--- src/rtl/lc3_pkg.sv ---
// Shared LC-3 definitions for the condition-code sequencer: opcodes, sequencer
// state encoding, NZP bit positions and the branch-enable helper.
package lc3_pkg;

  localparam logic [3:0] OP_BR  = 4'b0000;
  localparam logic [3:0] OP_ADD = 4'b0001;
  localparam logic [3:0] OP_LD  = 4'b0010;
  localparam logic [3:0] OP_AND = 4'b0101;
  localparam logic [3:0] OP_LDR = 4'b0110;
  localparam logic [3:0] OP_NOT = 4'b1001;
  localparam logic [3:0] OP_LDI = 4'b1010;
  localparam logic [3:0] OP_LEA = 4'b1110;

  localparam int NZP_N = 2;
  localparam int NZP_Z = 1;
  localparam int NZP_P = 0;

  typedef enum logic [1:0] {
    ST_IDLE    = 2'd0,
    ST_WAIT_WB = 2'd1,
    ST_EVAL    = 2'd2
  } seq_state_t;

  // A branch is taken when any requested condition matches the current codes.
  function automatic logic branch_taken(input logic [2:0] mask, input logic [2:0] nzp);
    return |(mask & nzp);
  endfunction

endpackage

--- src/rtl/lc3_cc_sequencer_if.sv ---
// Handshake and condition-code bus between control store, sequencer and NZP register.
interface lc3_cc_sequencer_if;
  logic        i_Instr_Valid;
  logic        o_Instr_Ready;
  logic [15:0] i_IR;
  logic        i_WB_Done;
  logic [2:0]  i_NZP;
  logic        o_LD_CC;
  logic        o_BEN;
  logic        o_BEN_Valid;
  logic        o_CC_Pending;
  logic        o_Timeout_Err;

  modport master (
    output i_Instr_Valid, i_IR, i_WB_Done, i_NZP,
    input  o_Instr_Ready, o_LD_CC, o_BEN, o_BEN_Valid, o_CC_Pending, o_Timeout_Err
  );

  modport slave (
    input  i_Instr_Valid, i_IR, i_WB_Done, i_NZP,
    output o_Instr_Ready, o_LD_CC, o_BEN, o_BEN_Valid, o_CC_Pending, o_Timeout_Err
  );
endinterface

--- src/rtl/lc3_cc_decode.sv ---
// Opcode classifier for the CC sequencer. Macro LC3_CC_LEA_EN makes LEA
// CC-setting (original ISA); without it LEA is a no-action opcode.
module lc3_cc_decode
  import lc3_pkg::*;
(
  input  logic [3:0] opcode,
  output logic       is_cc_set,
  output logic       is_br
);

  // Classify the opcode into CC-setting, branch or no-action.
  always_comb begin
    is_cc_set = 1'b0;
    is_br     = 1'b0;
    case (opcode)
      OP_ADD, OP_AND, OP_NOT, OP_LD, OP_LDI, OP_LDR: is_cc_set = 1'b1;
`ifdef LC3_CC_LEA_EN
      OP_LEA: is_cc_set = 1'b1;
`else
      OP_LEA: is_cc_set = 1'b0;
`endif
      OP_BR:   is_br = 1'b1;
      default: is_cc_set = 1'b0;
    endcase
  end

endmodule

--- src/rtl/lc3_cc_sequencer.sv ---
// LC-3 condition-code sequencer: pulses NZP load on writeback of CC-setting
// instructions and evaluates BR branch-enable. LEA handling via LC3_CC_LEA_EN.
module lc3_cc_sequencer
  import lc3_pkg::*;
#(
  parameter int P_WB_TIMEOUT = 15
) (
  input logic               i_CLK,
  input logic               i_RST,
  lc3_cc_sequencer_if.slave bus
);

  localparam int CNT_W = $clog2(P_WB_TIMEOUT + 1);
  localparam logic [CNT_W-1:0] CNT_MAX = CNT_W'(P_WB_TIMEOUT);

  seq_state_t       state_r, state_nxt_s;
  logic [CNT_W-1:0] cnt_r;
  logic [2:0]       mask_r;
  logic             ben_r, ben_valid_r, err_r;
  logic             is_cc_set_s, is_br_s;
  logic             ld_cc_s, cnt_clr_s, cnt_inc_s, err_set_s, mask_ld_s, eval_s;
  logic             unused_ir_s;

  assign unused_ir_s = ^bus.i_IR[8:0];

  lc3_cc_decode u_decode (
    .opcode   (bus.i_IR[15:12]),
    .is_cc_set(is_cc_set_s),
    .is_br    (is_br_s)
  );

  // Next-state and per-cycle control decisions.
  always_comb begin
    state_nxt_s = state_r;
    ld_cc_s     = 1'b0;
    cnt_clr_s   = 1'b0;
    cnt_inc_s   = 1'b0;
    err_set_s   = 1'b0;
    mask_ld_s   = 1'b0;
    eval_s      = 1'b0;
    case (state_r)
      ST_IDLE: begin
        if (bus.i_Instr_Valid) begin
          mask_ld_s = 1'b1;
          if (is_cc_set_s) begin
            state_nxt_s = ST_WAIT_WB;
            cnt_clr_s   = 1'b1;
          end else if (is_br_s) begin
            state_nxt_s = ST_EVAL;
          end else begin
            state_nxt_s = ST_IDLE;
          end
        end else begin
          state_nxt_s = ST_IDLE;
        end
      end
      ST_WAIT_WB: begin
        // A writeback in the final waiting cycle still wins over the timeout.
        if (bus.i_WB_Done) begin
          ld_cc_s     = 1'b1;
          state_nxt_s = ST_IDLE;
        end else if (cnt_r == CNT_MAX) begin
          err_set_s   = 1'b1;
          state_nxt_s = ST_IDLE;
        end else begin
          cnt_inc_s   = 1'b1;
          state_nxt_s = ST_WAIT_WB;
        end
      end
      ST_EVAL: begin
        eval_s      = 1'b1;
        state_nxt_s = ST_IDLE;
      end
      default: state_nxt_s = ST_IDLE;
    endcase
  end

  // State, counter, latched mask and registered result flags.
  always_ff @(posedge i_CLK or posedge i_RST) begin
    if (i_RST) begin
      state_r     <= ST_IDLE;
      cnt_r       <= '0;
      mask_r      <= 3'b000;
      ben_r       <= 1'b0;
      ben_valid_r <= 1'b0;
      err_r       <= 1'b0;
    end else begin
      state_r     <= state_nxt_s;
      ben_valid_r <= eval_s;
      if (cnt_clr_s) begin
        cnt_r <= '0;
      end else if (cnt_inc_s && (cnt_r != CNT_MAX)) begin
        cnt_r <= cnt_r + CNT_W'(1);
      end
      if (mask_ld_s) begin
        mask_r <= bus.i_IR[11:9];
      end
      if (eval_s) begin
        ben_r <= branch_taken(mask_r, bus.i_NZP);
      end
      if (err_set_s) begin
        err_r <= 1'b1;
      end
    end
  end

  assign bus.o_Instr_Ready = (state_r == ST_IDLE);
  assign bus.o_CC_Pending  = (state_r == ST_WAIT_WB);
  assign bus.o_LD_CC       = ld_cc_s;
  assign bus.o_BEN         = ben_r;
  assign bus.o_BEN_Valid   = ben_valid_r;
  assign bus.o_Timeout_Err = err_r;

endmodule
--- src/flat_wrapper.sv ---
// flat-port wrapper written by rule: the top's interface ports become plain ports
module lc3_cc_sequencer_flat import lc3_pkg::*;
#(
  parameter int P_WB_TIMEOUT = 15
)
  (i_CLK, i_RST, bus_i_Instr_Valid, bus_i_IR, bus_i_WB_Done, bus_i_NZP, bus_o_Instr_Ready, bus_o_LD_CC, bus_o_BEN, bus_o_BEN_Valid, bus_o_CC_Pending, bus_o_Timeout_Err);
  lc3_cc_sequencer_if bus_i ();
  input logic i_CLK;
  input logic i_RST;
  input wire logic [$bits(bus_i.i_Instr_Valid)-1:0] bus_i_Instr_Valid;
  input wire logic [$bits(bus_i.i_IR)-1:0] bus_i_IR;
  input wire logic [$bits(bus_i.i_WB_Done)-1:0] bus_i_WB_Done;
  input wire logic [$bits(bus_i.i_NZP)-1:0] bus_i_NZP;
  output wire logic [$bits(bus_i.o_Instr_Ready)-1:0] bus_o_Instr_Ready;
  output wire logic [$bits(bus_i.o_LD_CC)-1:0] bus_o_LD_CC;
  output wire logic [$bits(bus_i.o_BEN)-1:0] bus_o_BEN;
  output wire logic [$bits(bus_i.o_BEN_Valid)-1:0] bus_o_BEN_Valid;
  output wire logic [$bits(bus_i.o_CC_Pending)-1:0] bus_o_CC_Pending;
  output wire logic [$bits(bus_i.o_Timeout_Err)-1:0] bus_o_Timeout_Err;
  assign bus_i.i_Instr_Valid = bus_i_Instr_Valid;
  assign bus_i.i_IR = bus_i_IR;
  assign bus_i.i_WB_Done = bus_i_WB_Done;
  assign bus_i.i_NZP = bus_i_NZP;
  assign bus_o_Instr_Ready = bus_i.o_Instr_Ready;
  assign bus_o_LD_CC = bus_i.o_LD_CC;
  assign bus_o_BEN = bus_i.o_BEN;
  assign bus_o_BEN_Valid = bus_i.o_BEN_Valid;
  assign bus_o_CC_Pending = bus_i.o_CC_Pending;
  assign bus_o_Timeout_Err = bus_i.o_Timeout_Err;
  lc3_cc_sequencer #(.P_WB_TIMEOUT(P_WB_TIMEOUT)) u_core (.i_CLK(i_CLK), .i_RST(i_RST), .bus(bus_i));
endmodule
--- config.mk ---
export PLATFORM = sky130hd
export DESIGN_NAME = lc3_cc_sequencer_flat
export DESIGN_NICKNAME = d
export VERILOG_FILES = /design/src/rtl/lc3_pkg.sv /design/src/rtl/lc3_cc_sequencer_if.sv /design/src/rtl/lc3_cc_decode.sv /design/src/rtl/lc3_cc_sequencer.sv /design/src/flat_wrapper.sv
export SDC_FILE = /design/constraint.sdc
export NUM_CORES = 1
export LEC_CHECK = 0
export CORE_MARGIN = 5
export CORE_UTILIZATION = 40
export CTS_BUF_LIST = sky130_fd_sc_hd__clkbuf_16
export DETAILED_ROUTE_END_ITERATION = 16
export PLACE_DENSITY = 0.81
export SLEW_MARGIN = 15
export SYNTH_ARGS = -nofsm -noshare
export SYNTH_HDL_FRONTEND = slang
export SYNTH_HIERARCHICAL = 1
export SYNTH_SLANG_ARGS = --single-unit
--- constraint.sdc ---
create_clock -name i_CLK -period 2.8 [get_ports i_CLK]
set_input_delay 0.56 -clock i_CLK [delete_from_list [all_inputs] [get_ports i_CLK]]
set_output_delay 0.56 -clock i_CLK [all_outputs]
set_load 0.02 [all_outputs]
Yosys cells after proc, flatten, opt, wreduce, memory -nomap -nowiden
Index checks and enable logic that the tools add are counted.
{"block": "op_classes", "n_bitwise": 1, "eq_ne": 10, "n_lt_le_gt_ge": 0, "addsub": 1, "shifts": 0, "n_reduce_logical": 6, "n_div": 0, "n_mul": 0, "muxes": 24}
{"operator": "two-way mux 1 bit", "count": 17}
{"operator": "equality test 4 bit, second input constant", "count": 3}
{"operator": "equality test 4 x 3 -> 1 bit, second input constant", "count": 2}
{"operator": "two-way mux 2 bit", "count": 4}
{"operator": "two-way mux 4 bit", "count": 2}
{"operator": "OR reduction 6 bit", "count": 1}
{"operator": "adder 4 x 1 -> 4 bit, second input constant", "count": 1}
{"operator": "equality test 4 x 1 -> 1 bit, second input constant", "count": 1}
{"operator": "equality test 4 x 2 -> 1 bit, second input constant", "count": 1}
{"operator": "logical NOT 4 bit", "count": 1}
{"operator": "inequality test 4 bit, second input constant", "count": 1}
{"operator": "one-hot mux 2 bit (2 select lines)", "count": 1}
{"operator": "bitwise AND 3 bit", "count": 1}
{"operator": "OR reduction 3 bit", "count": 1}
{"operator": "equality test 2 x 1 -> 1 bit, second input constant", "count": 1}
{"operator": "equality test 2 bit, second input constant", "count": 1}
{"operator": "logical NOT 2 bit", "count": 1}
{"operator": "nonzero test 2 bit", "count": 1}
{"operator": "logical AND 1 bit", "count": 1}
{"block": "totals", "ram_bits": 0, "elab_cells": 48, "input_bits": 23, "mem_bits_ro": 0, "n_memories": 0, "register_bits": 12, "latchBits": 0}

Logic depth before layout (Yosys ltp)
Gate-level depths: netlist of run 1.
{"block": "logic_depth", "word_depth": 7, "ltp_mapped": 5, "ltp_nobuf": 5}

Cells and area by module
The synthesis of run 1 kept the hierarchy.
{"mod": "lc3_cc_sequencer", "cells_per_inst": 47, "area_each_um2": 543.0, "n_inst": 1}
{"mod": "lc3_cc_decode", "cells_per_inst": 3, "area_each_um2": 20.0, "n_inst": 1}

Least setup slack after synthesis of run 1
Ideal clock, no wire load.
{"block": "synth_timing", "path_kind": "register to output", "from": "register u_core.state_r[1]", "to": "output port bus_o_LD_CC", "path_stages_with_launch": 3, "slack_ns": 1.182, "required_time_ns": 2.240, "arrival_ns": 1.058, "path_buffers": 0, "path_cell_list": "dfrtp_1 -> nor2b_1 -> and2_1"}
{"block": "synth_between", "elab_chain_cells": 2}
{"item": "from (decl)", "line_no": "lc3_cc_sequencer.sv:16", "source": "seq_state_t state_r, state_nxt_s;"}
{"item": "from (signal assigned)", "line_no": "lc3_cc_sequencer.sv:88", "source": "state_r <= state_nxt_s;"}
{"item": "equality test 2 x 1 -> 1 bit"}
{"item": "net bus_o_CC_Pending", "line_no": "flat_wrapper.sv:18", "source": "output wire logic [$bits(bus_i.o_CC_Pending)-1:0] bus_o_CC_Pending;"}
{"item": "two-way mux 1 bit", "line_no": "lc3_cc_sequencer.sv:41", "source": "case (state_r)"}
{"item": "to (decl)", "line_no": "flat_wrapper.sv:15", "source": "output wire logic [$bits(bus_i.o_LD_CC)-1:0] bus_o_LD_CC;"}
The timed path passes the listed nets, and every way through them passes these cells.

Worst setup path after layout of run 1
{"block": "layout_timing", "from": "input port bus_i_WB_Done", "to": "output port bus_o_LD_CC"}
{"block": "layout_between", "elab_chain_cells": 2}
{"item": "from (decl)", "line_no": "flat_wrapper.sv:12", "source": "input wire logic [$bits(bus_i.i_WB_Done)-1:0] bus_i_WB_Done;"}
{"item": "two-way mux 1 bit", "line_no": "lc3_cc_sequencer.sv:59", "source": "if (bus.i_WB_Done) begin"}
{"item": "two-way mux 1 bit", "line_no": "lc3_cc_sequencer.sv:41"}
Every way passes these cells.

==> flow_metrics.tcl, run 1 <==
set metrics [dict create \
    status "finished clean" \
    timing.slew.headroom_pct 57.3 \
    clockBufferDepth 2 \
    yosysTopAreaCellShare_pct 53.3 \
    postSynthNetCount 74 \
    maxCapViolations 0 \
    power.share.sequential_pct 37.6 \
    chipHeight_um 47.5 \
    synth-seq-area-share_pct 53.3 \
    io-pin-count 29 \
    antenna_left 0 \
    placedInstanceArea_um2 772 \
    synth.largest_area_cell "dfrtp_1" \
    tightest_slew_ns 0.639 \
    hold_buffers 0 \
    endpoint_kind_of_the_worst_setup_timing_path "output pin" \
    synthTopCellsByArea "dfrtp_1, mux2_2, a21oi_1" \
    detail_route.first_pass.iterations 4 \
    fp.dieW_um 47.5 \
    power-per-cell-area_nw_per_um2 699 \
    post-cts-setup-buffer-count 0 \
    gp_congestion 0.683 \
    net-switching-power_uw 141 \
    drive_above_1_share_pct 9.72 \
    crit_end "bus_o_LD_CC" \
    layout.nets 98 \
    final_design_area_no_fill_um2 847 \
    final_report_max_slew_violation_count 0 \
    crit_slowest_cell "clkdlybuf4s50_1" \
    drt_drc_violations_left 0 \
    ff_latch_area_um2 300 \
    regToRegStartpoint "u_core/state_r[1]" \
    globalRoute.totalOverflow 0 \
    crit_type "in2out" \
    hold_path_class "reg2reg" \
    rsz0062_at_grt "false" \
    irDropWorstVdd_uv 391 \
    worst_path_most_repeated_cell "clkdlybuf4s50_1" \
    first_iter_violations 12 \
    cts_root_buffer "clkbuf_16" \
    max_freq_mhz 428 \
    postSynthRegisterBits 12 \
    track_usage_pct 13.5 \
    share_of_power_burned_in_combinational_logic_pct 19.1 \
    worst_setup_path_start_kind "primary input" \
    p_leak_nw 0.375 \
    finalClockSkew_ns 0.00315 \
    grt_pass1_vias 450 \
    finalHoldViolations 0 \
    fillers 102 \
    timing.setup.tns_ns 0 \
    worstReg2RegEnd "u_core/mask_r[0]" \
    number_of_antenna_violations_at_the_first_check_in_global_routing 0 \
    timing.critical_path.cells "clkdlybuf4s50_1 -> and2_1 -> clkdlybuf4s50_1" \
    reg2reg_depth 2 \
    slowest_delay_ns 0.59 \
    synth.lib_cells_used.distinct 24 \
    areaGrowthSynthToFinish_pct 50.4 \
    layout.cells.non_filler 87 \
    start_util_pct 42.7 \
    placementRows 13 \
    clock_latency_on_the_worst_skew_pair_ns 0.24 \
    cts-htree-levels 1 \
    crit_path_max_fanout 3 \
    arrival_time_at_the_worst_endpoint_ns 1.78 \
    setup.worst_path.start "bus_i_WB_Done" \
    grt_pass1_wl_mm 1.97 \
    mappedNetlistArea_um2 563 \
    core_region_area_um2 1320 \
    grt_start_max_net_pins 13 \
    tritoncts "built" \
    timing.final.setup_violations 0 \
    finalWirelength_mm 1.22 \
    dr_vias 465 \
    yosys_warnings 6 \
    place.detailed.instances 84 \
    io_buffers 19 \
    clock_sinks 12 \
    cts_inserted_buffers 3 \
    clk_transition_reported_paths_ns 0.04 \
    cts_repair_resize_count 0 \
    setup.reg_to_reg.worst_slack_ns 1.28 \
    postSynthCellCount 50 \
    critPathRequiredTime_ns 2.24 \
    synthesis.area_per_instance_um2 11.3 \
    min_period_over_period_pct 83.4 \
    viasPerCell 5.34 \
    dieArea_um2 2260 \
    wl_per_cell_um 14.0 \
    switching_share_pct 23.8 \
    power.clock.fraction_pct 43.3 \
    finalCriticalPeriod_ns 2.34 \
    multi_input_area_um2 259 \
    internal_power_uw 451 \
    diodes 0 \
]
==> how the worst min path moves through the flow <==
stage | start | endpoint | slack, ns | cells after the start
finish | u_core/bus.o_Timeout_Err | u_core/bus.o_Timeout_Err | 0.45 | 1
global route | u_core/bus.o_Timeout_Err | u_core/bus.o_Timeout_Err | 0.47 | 1
CTS | u_core/bus.o_Timeout_Err | u_core/bus.o_Timeout_Err | 0.46 | 1
detailed placement | u_core/bus.o_Timeout_Err | u_core/bus.o_Timeout_Err | 0.45 | 1
global placement | u_core/bus.o_Timeout_Err | u_core/bus.o_Timeout_Err | 0.45 | 1
floorplan | i_RST | u_core/bus.o_BEN | 0.42 | 1
==> cell usage after synthesis <==
cell type / count
dfrtp_1: 12
a21oi_1: 4
nand3_1: 4
mux2_2: 3
o21ai_0: 3
and2_1: 2
mux2i_1: 2
nand2_1: 2
nor2_1: 2
nor3b_1: 2
a21o_1: 1
a222oi_1: 1
and2b_1: 1
and3_1: 1
and3b_1: 1
ha_1: 1
inv_1: 1
nand4bb_1: 1
nor2b_1: 1
nor3_1: 1
nor4_1: 1
or3_1: 1
or3b_4: 1
xnor2_1: 1
==> layout by cell type (no fill, tap or decap) <==
cell / instances
ha_1: 1
inv_1: 1
clkdlybuf4s50_1: 19
o21ai_0: 3
nor3_1: 1
mux2i_1: 2
and2_1: 2
nand4bb_1: 1
clkbuf_16: 3
xnor2_1: 1
nor2_1: 2
nor3b_1: 2
or3b_4: 1
nand2_1: 2
and3_1: 1
and3b_1: 1
dfrtp_1: 12
a21oi_1: 4
a21o_1: 1
nor4_1: 1
and2b_1: 1
mux2_2: 3
a222oi_1: 1
or3_1: 1
nand3_1: 4
nor2b_1: 1
==> cell families (layout without fill, tap and decap cells) <==
logic type               Yosys count  in the layout  share of synthesized area, %
buffers and inverters              1             23                         0.666
AND/OR/NAND/NOR                   21             21                          23.3
AO/OA/AOI/OAI                      9              9                          9.33
XOR/XNOR                           1              1                          1.56
multiplexers                       5              5                          9.56
adder cells (fa/ha/maj)            1              1                          2.22
flip-flops                        12             12                          53.3
==> cell type report <==
class                   instances  area share (%)
flip-flops and latches         12            35.5
multi-input cells              37            30.6
well taps                      15            2.22
clock buffers                   3            8.86
repair buffers                 19            22.5
inverters                       1           0.443
==> critical path, delay by kind of cell <==
family / cells / cell delay [ns]
and+or+nand+nor: 1 / 0.13
buffers and inverters: 2 / 1.09
==> layer usage <==
layer / global-route usage (%) / up-vias / share of wire [%]
met2: 19.8 / 17 / 46
li1: - / 233 / -
met1: 15.8 / 210 / 43
met4: 9.94 / 0 / 2.5
met3: 5.26 / 5 / 8.0
met5: 0 / - / 0
==> power by group through the flow <==
stage	clock [mW]	combinational [mW]	sequential, mW
after floorplan	0	0.0598	0.223
after global placement	0	0.109	0.222
after detailed placement	0	0.113	0.223
after CTS	0.262	0.115	0.222
after global routing	0.271	0.125	0.226
final	0.256	0.113	0.222
==> stage by stage <==
| step | total power [mW] | worst slack [ns] | hold WS, ns | util (%) |
|---|---|---|---|---|
| finish | 0.592 | 0.464 | 0.453 | 64.3 |
| global route | 0.622 | 0.431 | 0.469 | 64.3 |
| CTS | 0.599 | 0.457 | 0.461 | 64.3 |
| detailed placement | 0.336 | 0.463 | 0.447 | 58.6 |
| global placement | 0.331 | 0.466 | 0.450 | 58.6 |
| floorplan | 0.283 | 1.18 | 0.425 | - |
==> registers in the layout, indices dropped and copies added (netlist names) <==
signal,cells
u_core/bus.o_Timeout_Err,1
u_core/bus.o_BEN,1
u_core/mask_r,3
u_core/cnt_r,4
u_core/bus.o_BEN_Valid,1
u_core/state_r,2
(Power assumes the default switching activity.)
==> inputs of run 2 (changes only) <==
Settings changed: CORE_ASPECT_RATIO set to 0.8, CORE_UTILIZATION 40 to 34, PLACE_DENSITY 0.81 to 0.73.
Clock period 2.8 ns to 2.1 ns, I/O delays scaled along.
==> run 2 against run 1 <==
Die area up 14%. Via count up 3.2%. Critical path depth unchanged. Largest cell class unchanged. Global-route usage down 1.8 points. Power up 34%. Count of clock-buffer cells in the layout unchanged. Highest routed layer unchanged. Clock skew about the same. Sequential share of layout area down 1.3 points. Sequential power up 33%.
==> flow_metrics.tcl, run 2 (same netlist as run 1, synthesis figures left out) <==
set metrics [dict create \
    status "finished clean" \
    max_freq_mhz 492 \
    crit_slowest_cell "clkdlybuf4s50_1" \
    detailed_place_hpwl_um 963 \
    drt_drc_violations_left 0 \
    worst_path_most_repeated_cell "clkdlybuf4s50_1" \
    layout.nets 101 \
    first_iter_violations 6 \
    dr_vias 480 \
    timing.critical_path.cells "clkdlybuf4s50_1 -> and2_1 -> clkdlybuf4s50_1" \
    detail_route.first_pass.iterations 4 \
    clock_latency_on_the_worst_skew_pair_ns 0.24 \
    rsz0062_at_grt "false" \
    final_report_max_slew_violation_count 0 \
    met3_wirelength_um 81 \
    finalHoldViolations 0 \
    p_leak_nw 0.390 \
    irDropWorstVdd_uv 460 \
    grt_pass1_wl_mm 2.17 \
    finalClockSkew_ns 0.00331 \
    hold_path_class "reg2reg" \
    number_of_antenna_violations_at_the_first_check_in_global_routing 0 \
    tritoncts "built" \
    wl_per_cell_um 13.0 \
    maxCapViolations 0 \
    timing.final.setup_violations 0 \
    clock_sinks 12 \
    multi_input_area_um2 259 \
    dpl_worst_slack_ns 0.0646 \
    routedLengthMet1_um 501 \
    crit_type "in2out" \
    dieArea_um2 2570 \
    fillers 150 \
    clk_transition_reported_paths_ns 0.04 \
    track_usage_pct 11.7 \
    finalCriticalPeriod_ns 2.03 \
    register_with_the_most_flip_flops "u_core/cnt_r" \
    final_critical_path_setup_slack_ns 0.0678 \
    crit_path_max_fanout 2 \
    layout.cells.most_common "clkdlybuf4s50_1" \
    diodes 0 \
    worst_setup_path_start_kind "primary input" \
    areaGrowthSynthToFinish_pct 56.0 \
    chipHeight_um 46.4 \
    finalWirelength_mm 1.26 \
    timing.slew.headroom_pct 70.7 \
    core_region_area_um2 1590 \
    top_layer_used "met4" \
    drive_above_1_share_pct 13.3 \
    largest_reg_flops 4 \
    gp_congestion 0.864 \
    min_period_over_period_pct 96.8 \
    cts_inserted_buffers 3 \
    slowest_delay_ns 0.59 \
    globalRoute.totalOverflow 0 \
    amount_of_wire_on_met2_after_detailed_routing_um 630 \
    cts_root_buffer "clkbuf_16" \
    tightest_slew_ns 0.438 \
    grt_start_max_net_pins 13 \
    start_util_pct 35.3 \
    io_buffers 19 \
    io-pin-count 29 \
    endpoint_kind_of_the_worst_setup_timing_path "output pin" \
    arrival_time_at_the_worst_endpoint_ns 1.61 \
    ff_latch_area_um2 300 \
    commonest_cells_after_routing_fill_and_taps_aside "clkdlybuf4s50_1, dfrtp_1, a21oi_1, nand3_1" \
    post-cts-setup-buffer-count 0 \
    power-per-cell-area_nw_per_um2 901 \
    fp.dieW_um 55.5 \
    timing.setup.tns_ns 0 \
    antenna_left 0 \
    clockBufferDepth 2 \
    placementRows 13 \
    grt_pass1_vias 523 \
    registers_with_the_most_flip_flops "u_core/cnt_r (4), u_core/mask_r (3), u_core/state_r (2)" \
    critPathRequiredTime_ns 1.68 \
    viasPerCell 4.95 \
    hold_buffers 0 \
    cts_repair_resize_count 0 \
    cts-htree-levels 1 \
]
-- run 2: where the power goes --
group / internal, mW / leakage [nW] / switching (mW) / total (mW)
registers: 0.268 / 0.154 / 0.0283 / 0.296
clock network: 0.247 / 0.0370 / 0.0914 / 0.339
logic: 0.0910 / 0.199 / 0.0656 / 0.157
-- run 2: worst max-delay path: cells and delay by family --
kind	cells	cell delay [ns]
simple gates	1	0.12
buf+inv	2	1.07
-- run 2: final cells by class --
type | instances | area share [%]
multi-input combinational | 37 | 29.5
tap | 22 | 3.13
clock buffer | 3 | 8.55
inverter | 1 | 0.427
sequential | 12 | 34.2
timing repair buffer | 22 | 24.2
-- run 2: per-layer routing --
layer  vias up  GRT usage, %
met5         -             0
met4         0          13.1
met3         6          4.48
met2        19          19.1
met1       220          11.3
li1        235             -
-- run 2: through the flow --
stage,utilization [%],power (mW),hold WS (ns),std cells,area [um^2]
after floorplan,-,0.377,0.285,50,563
after global placement,50.4,0.449,0.441,94,803
after detailed placement,50.4,0.455,0.447,94,803
after CTS,55.1,0.797,0.461,97,878
after global routing,55.1,0.829,0.495,97,878
final,55.1,0.792,0.455,97,878
-- run 2: final timing paths --
path                                           from                       end  slack (ns)  cells after the start
min in group asynchronous                     i_RST         u_core/state_r[0]        0.48                      2
max                                   bus_i_WB_Done               bus_o_LD_CC        0.07                      3
max reg2reg                         u_core/cnt_r[0]           u_core/cnt_r[0]        0.66                      4
min reg2reg                u_core/bus.o_Timeout_Err  u_core/bus.o_Timeout_Err        0.45                      1
min                        u_core/bus.o_Timeout_Err  u_core/bus.o_Timeout_Err        0.45                      1
max in group asynchronous                     i_RST         u_core/state_r[1]        1.31                      2
==> inputs of run 3 (changes only) <==
Settings changed: ABC_CLOCK_PERIOD_IN_PS set to 1980, CAP_MARGIN set to 40, CORE_ASPECT_RATIO 0.8 to unset, CORE_UTILIZATION 34 to 37, PLACE_DENSITY 0.73 to 0.76.
Clock period 2.1 ns to 1.98 ns, I/O delays scaled along.
==> run 3 against run 2 <==
Largest cell class unchanged. Clock skew is 0.00065 ns lower. First-iteration DRC count is 83% higher. Power grew 5.5%. Sequential share of layout area grew 0.49 points.
==> flow_metrics.tcl, run 3 (same netlist as run 1, synthesis figures left out) <==
set metrics [dict create \
    status "finished clean" \
    arrival_time_at_the_worst_endpoint_ns 1.45 \
    layout.cells.non_filler 91 \
    place.detailed.instances 87 \
    cts_root_buffer "clkbuf_16" \
    min_period_over_period_pct 93.5 \
    number_of_antenna_violations_at_the_first_check_in_global_routing 0 \
    diodes 0 \
    areaGrowthSynthToFinish_pct 53.8 \
    final_report_max_slew_violation_count 0 \
    drt_drc_violations_left 0 \
    grt_start_max_net_pins 13 \
    rsz0062_at_grt "false" \
    report.power.total_uw 835 \
    dr_vias 481 \
    placedInstanceArea_um2 788 \
    worst_setup_path_start_kind "flop" \
    dieArea_um2 2400 \
    cts-htree-levels 1 \
    fp.dieW_um 49.0 \
    reg2reg_depth 4 \
    viasPerCell 5.29 \
    clock_latency_on_the_worst_skew_pair_ns 0.24 \
    layout.cells.most_common "clkdlybuf4s50_1" \
    commonest_cells_after_routing_fill_and_taps_aside "clkdlybuf4s50_1, dfrtp_1, a21oi_1, nand3_1" \
    tritoncts "built" \
    core_region_area_um2 1470 \
    gp_congestion 0.678 \
    crit_path_max_fanout 7 \
    tightest_slew_ns 0.446 \
    grt_pass1_vias 485 \
    clock_sinks 12 \
    utilization_pct 58.8 \
    crit_buf_inv 1 \
    registers_with_the_most_flip_flops "u_core/cnt_r (4), u_core/mask_r (3), u_core/state_r (2)" \
    power-per-cell-area_nw_per_um2 964 \
    cp.depth 2 \
    maxCapViolations 0 \
    slowest_delay_ns 0.62 \
    clk_transition_reported_paths_ns 0.04 \
    critPathRequiredTime_ns 1.58 \
    wl_per_cell_um 12.8 \
    track_usage_pct 11.8 \
    max_freq_mhz 540 \
    final_design_area_no_fill_um2 866 \
    placementRows 14 \
    critPathTopFamily "buffers and inverters" \
    timing.final.setup_violations 0 \
    largest_reg_flops 4 \
    drive_above_1_share_pct 12.0 \
    crit_slowest_cell "clkdlybuf4s50_1" \
    register_with_the_most_flip_flops "u_core/cnt_r" \
    detail_route.first_pass.iterations 5 \
    cts_inserted_buffers 3 \
    first_iter_violations 11 \
    antenna_left 0 \
    endpoint_kind_of_the_worst_setup_timing_path "output pin" \
    timing.critical_path.cells "nor2b_1 -> clkdlybuf4s50_1" \
    finalHoldViolations 0 \
    crit_type "reg2out" \
    io_buffers 19 \
    timing.setup.tns_ns 0 \
    chipHeight_um 49.0 \
    p_leak_nw 0.391 \
    grt_pass1_wl_mm 2.09 \
    irDropWorstVdd_uv 650 \
    finalClockSkew_ns 0.00266 \
    hold-path-cell-count 1 \
    layout.nets 100 \
    start_util_pct 38.3 \
    globalRoute.totalOverflow 0 \
    hold_path_class "reg2reg" \
    io-pin-count 29 \
    timing.slew.headroom_pct 70.2 \
    finalWirelength_mm 1.16 \
    fillers 130 \
    clockBufferDepth 2 \
    finalCriticalPeriod_ns 1.85 \
    detailed_place_hpwl_um 922 \
]
run 3: what timing repair did:
action,CTS,global route
endpoints found under the hold margin,0,0
buffers inserted,0,0
resized for setup,1,0
setup endpoints to repair,1,0
hold buffers,0,0
run 3: through the flow:
step | hold WS [ns] | setup WS [ns]
CTS | 0.452 | 0.104
floorplan | 0.261 | 0.526
finish | 0.448 | 0.129
global placement | 0.446 | 0.00794
detailed placement | 0.443 | -0.00414
global route | 0.468 | 0.0410
run 3: area by class of cell:
| type | instances | area (um^2) | share of cell area, % |
|---|---|---|---|
| inverter | 1 | 3.75 | 0.434 |
| sequential | 12 | 300 | 34.7 |
| clock buffer | 3 | 75.1 | 8.67 |
| clock inverter | 1 | 3.75 | 0.434 |
| tap | 16 | 20.0 | 2.31 |
| timing repair buffer | 21 | 204 | 23.6 |
| multi-input combinational | 37 | 259 | 29.9 |
run 3: final timing paths:
kind,startpoint,end,slack [ns]
min in group asynchronous,i_RST,u_core/mask_r[0],0.47
worst min-delay path,u_core/bus.o_Timeout_Err,u_core/bus.o_Timeout_Err,0.45
max in group asynchronous,i_RST,u_core/cnt_r[1],1.20
worst min register to register,u_core/bus.o_Timeout_Err,u_core/bus.o_Timeout_Err,0.45
worst max register to register,u_core/cnt_r[0],u_core/cnt_r[0],0.50
worst max-delay path,u_core/state_r[1],bus_o_CC_Pending,0.13
run 3: metal layers:
metal,track usage [%],wire [um]
met1,14.9,501
met5,0,0
met4,10.8,25
met2,15.0,537
met3,4.28,96
run 3: power by group:
| part | total [mW] | internal, mW | switching [mW] |
|---|---|---|---|
| Sequential | 0.313 | 0.284 | 0.0285 |
| Combinational | 0.160 | 0.0927 | 0.0671 |
| Clock | 0.362 | 0.265 | 0.0974 |
| Total | 0.835 | 0.642 | 0.193 |
